[src/rtl/mod_sub_pipe.sv]
// mod_sub_pipe -- pipelined modular subtractor, s = (a - b) mod M, M = 2^N - k.
//
// Three registered stages behind valid/ready handshakes:
//   stage 1 (preprocess): registers a, ~b, k; combinationally forms the
//                         generate/propagate/half-sum vectors of both candidates
//                         and the operand range check.
//   stage 2 (prefix)    : parallel-prefix carries of both candidates, registered
//                         with the half-sums and the range-error flag.
//   stage 3 (select)    : s0 = a - b or s1 = a - b - k (mod 2^N), chosen by the
//                         carry-out of s0; forced to 0 on a range error.
//
// Ports:
//   clk, reset            rising-edge clock, asynchronous active-high reset
//   in_valid / in_ready   operand handshake (in_ready is combinational from out_ready)
//   a, b, k               minuend, subtrahend, modulus offset (N bits each)
//   out_valid / out_ready result handshake
//   s, err                result and operand range-violation flag (stage-3 registers)
module mod_sub_pipe #(
  parameter int N = 7
) (
  input  logic         clk,
  input  logic         reset,
  input  logic         in_valid,
  output logic         in_ready,
  input  logic [N-1:0] a,
  input  logic [N-1:0] b,
  input  logic [N-1:0] k,
  output logic         out_valid,
  input  logic         out_ready,
  output logic [N-1:0] s,
  output logic         err
);

  // Kogge-Stone prefix network. Returns the carry into every bit position,
  // with carry-in cin feeding bit 0.
  function automatic logic [N-1:0] prefix_carry(input logic [N-1:0] g,
                                                input logic [N-1:0] p,
                                                input logic         cin);
    logic [N-1:0] gg, pp, gn, pn;
    gg = g;
    pp = p;
    for (int d = 1; d < N; d = d * 2) begin
      gn = gg;
      pn = pp;
      for (int i = d; i < N; i++) begin
        gn[i] = gg[i] | (pp[i] & gg[i-d]);
        pn[i] = pp[i] & pp[i-d];
      end
      gg = gn;
      pp = pn;
    end
    return {gg[N-2:0] | (pp[N-2:0] & {(N-1){cin}}), cin};
  endfunction

  // Handshake chain: a stage may load when it is empty or its successor moves.
  logic v1, v2, v3;
  logic ready1, ready2, ready3;

  assign ready3    = ~v3 | out_ready;
  assign ready2    = ~v2 | ready3;
  assign ready1    = ~v1 | ready2;
  assign in_ready  = ready1;
  assign out_valid = v3;

  // Stage 1 registers
  logic [N-1:0] a1, nb1, k1;

  // Stage 1 combinational preprocessing
  logic [N-1:0] h0, g0, h1, g1;
  logic [N-1:0] nk, cs_sum, cs_carry;
  logic [N-2:0] cs_maj;
  logic [N:0]   m_full;
  logic         err1;

  // Stage 2 combinational prefix carries
  logic [N-1:0] ci0, ci1;
  logic         c0;

  // NOTE: every signal written in an always_comb gets a value on every path
  // (here, unconditionally) so no latch can be inferred.
  always_comb begin
    // d0 = a + ~b + 1
    g0 = a1 & nb1;
    h0 = a1 ^ nb1;

    // d1 = a + ~b + ~k + 2: 3:2 carry-save compression of (a, ~b, ~k); one of
    // the two +1s rides in the empty LSB of the shifted carry vector, the other
    // is the adder carry-in.
    nk       = ~k1;
    cs_sum   = a1 ^ nb1 ^ nk;
    cs_maj   = (a1[N-2:0] & nb1[N-2:0]) | (a1[N-2:0] & nk[N-2:0]) |
               (nb1[N-2:0] & nk[N-2:0]);
    cs_carry = {cs_maj, 1'b1};
    g1       = cs_sum & cs_carry;
    h1       = cs_sum ^ cs_carry;

    // Range check against M = 2^N - k (N+1 bits so that k == 0 gives M = 2^N).
    m_full = {1'b1, {N{1'b0}}} - {1'b0, k1};
    err1   = ({1'b0, a1} >= m_full) | ({1'b0, ~nb1} >= m_full) |
             (k1 == '0) | (k1 == {N{1'b1}});

    // Carries of both candidates; c0 = 1 means a >= b.
    ci0 = prefix_carry(g0, h0, 1'b1);
    ci1 = prefix_carry(g1, h1, 1'b1);
    c0  = g0[N-1] | (h0[N-1] & ci0[N-1]);
  end

  // Stage 2 registers
  logic [N-1:0] h0_2, ci0_2, h1_2, ci1_2;
  logic         c0_2, err2;

  // NOTE: sequential state uses non-blocking assignments so every register
  // samples the pre-edge value of its inputs regardless of statement order.
  // NOTE: data registers are reset along with the valid bits so that no stale
  // operand or result is visible after reset.
  always_ff @(posedge clk or posedge reset) begin
    if (reset) begin
      v1    <= 1'b0;
      a1    <= '0;
      nb1   <= '0;
      k1    <= '0;
      v2    <= 1'b0;
      h0_2  <= '0;
      ci0_2 <= '0;
      c0_2  <= 1'b0;
      h1_2  <= '0;
      ci1_2 <= '0;
      err2  <= 1'b0;
      v3    <= 1'b0;
      s     <= '0;
      err   <= 1'b0;
    end else begin
      // Stage 1: operands are sampled only on an input transfer.
      if (ready1) begin
        v1 <= in_valid;
        if (in_valid) begin
          a1  <= a;
          nb1 <= ~b;
          k1  <= k;
        end
      end

      // Stage 2
      if (ready2) begin
        v2 <= v1;
        if (v1) begin
          h0_2  <= h0;
          ci0_2 <= ci0;
          c0_2  <= c0;
          h1_2  <= h1;
          ci1_2 <= ci1;
          err2  <= err1;
        end
      end

      // Stage 3: a >= b takes s0 directly, otherwise s1 = a - b + M.
      if (ready3) begin
        v3 <= v2;
        if (v2) begin
          err <= err2;
          if (err2)      s <= '0;
          else if (c0_2) s <= h0_2 ^ ci0_2;
          else           s <= h1_2 ^ ci1_2;
        end
      end
    end
  end

endmodule

[config.mk]
export PLATFORM = sky130hd
export DESIGN_NAME = mod_sub_pipe
export DESIGN_NICKNAME = d
export VERILOG_FILES = /design/src/rtl/mod_sub_pipe.sv
export SDC_FILE = /design/constraint.sdc
export NUM_CORES = 1
export LEC_CHECK = 0
export CAP_MARGIN = 10
export CORE_MARGIN = 3
export CORE_UTILIZATION = 45
export DETAILED_ROUTE_END_ITERATION = 12
export PLACE_DENSITY = 0.68
export SETUP_SLACK_MARGIN = 0.3
export SLEW_MARGIN = 20
export SYNTH_ARGS = -nofsm -noshare
export SYNTH_HDL_FRONTEND = slang
export SYNTH_SLANG_ARGS = --single-unit
[constraint.sdc]
create_clock -name clk -period 2.5 [get_ports clk]
set_clock_uncertainty 0.1 [all_clocks]
set_input_delay 0.5 -clock clk [delete_from_list [all_inputs] [get_ports clk]]
set_output_delay 0.5 -clock clk [all_outputs]
set_load 0.03 [all_outputs]
==> impl_metrics.yaml <==
outcome:
  status: "finished, final reports clean"
synth:
  synth-xor-area-share_pct: 6.08
  yosysTopAreaCellShare_pct: 45.3
  netlist_area_um2: 3310
  synth_area_leaders: "dfrtp_1 45%, ha_1 12%, mux2_2 7.5%"
  syn_avg_cell_area_um2: 10.6
  syn_inst: 313
  synth_edf_count: 0
  synth_top_family_by_area: "adder cells"
  synthDistinctLibCells: 38
  async_flop_share_pct: 100
  synth-simple-area-share_pct: 10.9
  yosys_warnings: 0
  synthMuxAreaShare_pct: 8.38
  synth_nets: 375
  synth-compound-area-share_pct: 9.67
  synth_seq_cells: 60
  synth_top_area_cell: "dfrtp_1"
  synth_ff_type: "dfrtp_1"
  synthAdderAreaFrac_pct: 15.3
  yosysSeqAreaShare_pct: 45.3
route:
  vias: 2327
  vias_per_cell: 4.96
  routed_wl_um: 6590
  ant_nets: 0
  wl_per_cell_um: 14.0
  drtPass1Iterations: 6
  drt_drc_violations_left: 0
  first_iter_violations: 91
layout:
  drive_above_1_share_pct: 20.6
  area_delta_synth_final_pct: 27.5
  diodes: 0
  nNetsFinal: 430
  final_common_cell: "dfrtp_1"
  final_cell_mix: "58 x dfrtp_1, 50 x nand2_1, 33 x clkdlybuf4s50_1, 28 x ha_1, 25 x o21ai_0"
  final_cell_area_um2: 4220
floorplan:
  start_util_pct: 47.5
  fp-row-count: 30
  die_height_um: 91.8
  die_area_um2: 8430
  io_pins: 35
  die_x_um: 91.8
  core_area_um2: 6980
pwr:
  p_clk_share_pct: 23.7
  ir_drop_mv: 0.348
  seqPwrFrac_pct: 37.0
  p_leak_nw: 1.94
  p_sw_share_pct: 35.0
  pwr-share-comb_pct: 39.3
  internal_power_mw: 2.65
  p_sw_mw: 1.42
  finalPower_mw: 4.07
  p_per_area_nw_per_um2: 965
clock_tree:
  cts_tree: "built"
  cts_inserted_buffers: 9
  htree_levels: 3
  ctsHoldBuffers: 0
  ctsLongestPathBuffers: 2
  clockRootBuffer: "clkbuf_8"
  clk_latency_ns: 0.34
  clk_pin_slew_ns: 0.07
  cts_num_sinks: 60
place:
  place_area_um2: 3850
  place_congestion: 0.925
  preCtsSetupSlack_ns: 0.103
  io_buffers: 34
  hpwlAfterDp_um: 4910
sta:
  min_period_over_period_pct: 93.7
  tightestPinTransition_ns: 0.486
  period_needed_ns: 2.34
  setup_violations: 0
  hold_viol: 0
  rsz0062_at_grt: "true"
  slew_headroom_pct: 67.6
  fin_ws_ns: 0.158
  drv_slew: 0
  fmax_ghz: 0.427
  whs_ns: 0.398
global_routing:
  grt_use_total_pct: 16.9
  grt_pass1_vias: 2388
  grt_first_pass_wirelength_um: 11200
  antenna_found_initial: 0
  grt_max_degree: 40
  overflow: 0
critical_path:
  start_kind: "flip-flop"
  worstPathRequired_ns: 2.63
  path_max_fanout: 3
  crit_path_end_kind: "flip-flop"
  critPathArrivalTime_ns: 2.47
  criticalPathCategory: "reg -> reg"
hold_path:
  hold_path.class: "in -> async"
run:
  cap_violations: 0
final timing paths:
path                            startpoint        to  slack [ns]  depth (start not counted)
worst min register to register    ci0_2[6]  ci0_2[6]        0.40                          2
worst min-delay path                 reset     k1[3]        0.40                          2
min in group clk                  ci0_2[6]  ci0_2[6]        0.40                          2
max in group asynchronous            reset   h0_2[4]        1.33                          3
worst max register to register       k1[1]      err2        0.16                          8
worst max-delay path                 k1[1]      err2        0.16                          8
cell families after synthesis:
group                      count (synthesis)
adders and majority gates                 37
buffers and inverters                     35
AOI/OAI and AO/OA                         52
xor gates and xnor gates                  23
and+or+nand+nor                           81
DFF                                       60
muxes                                     25
metal layers:
| metal | track usage (%) | vias to the layer above | routed length, µm |
|---|---|---|---|
| li1 | - | 1171 | - |
| met1 | 22.9 | 1097 | 3220 |
| met2 | 25.1 | 43 | 2930 |
| met3 | 4.35 | 16 | 243 |
| met4 | 8.42 | 0 | 191 |
| met5 | 0 | - | 0 |
flip-flops by register name, indices dropped and copies added, names as in the netlist, 5 cells and up:
signal  count
a1          7
s           7
h1_2        7
h0_2        7
ci0_2       7
k1          7
nb1         7
ci1_2       5
cells in the mapped netlist, drive strengths merged (3+ instances only):
cell     n
a21oi    5
a22o     7
buf      4
clkbuf   5
dfrtp   60
fa       6
ha      31
inv     26
mux2    22
mux2i    3
nand2   51
nand2b   6
nor2     9
nor3     7
o21ai   28
xnor2   13
xor2    10
final cells by class:
| type | count | area [µm²] |
|---|---|---|
| fill | 629 | 2760 |
| multi-input combinational | 218 | 1780 |
| sequential | 60 | 1500 |
| timing repair buffer | 53 | 505 |
| clock buffer | 11 | 141 |
| tap | 96 | 120 |
| inverter | 26 | 97.6 |
| clock inverter | 5 | 75.1 |
power by group through the flow:
stage	Sequential (mW)	Combinational, mW	Clock (mW)
final	1.51	1.60	0.967
after global routing	1.55	1.79	1.03
after floorplan	1.58	0.909	0
after global placement	1.51	1.42	0
after detailed placement	1.53	1.43	0
after CTS	1.51	1.49	0.985
through the flow:
step | util [%] | cells | TNS [ns]
after global routing | 60.5 | 469 | -0.0186
after global placement | 55.1 | 446 | 0
after CTS | 59.2 | 467 | 0
after detailed placement | 55.1 | 446 | 0
after floorplan | - | 313 | 0
final | 60.5 | 469 | 0
timing repair:
action	in CTS	in global routing
gates cloned	0	0
resized for setup	9	12
endpoints found under the hold margin	0	0
buffers inserted	5	2
setup endpoints to repair	3	5
pin swaps	8	10
worst max-delay path, stage by stage, from the launching register on:
cell and delay, ns:
dfrtp_1 0.40, buf_4 0.16, nor3_4 0.20, xor2_1 0.19, ha_1 0.30, a2111oi_4 0.36, a21o_1 0.15, a31oi_1 0.08
o32a_1 0.28
(Power assumes the default switching activity.)
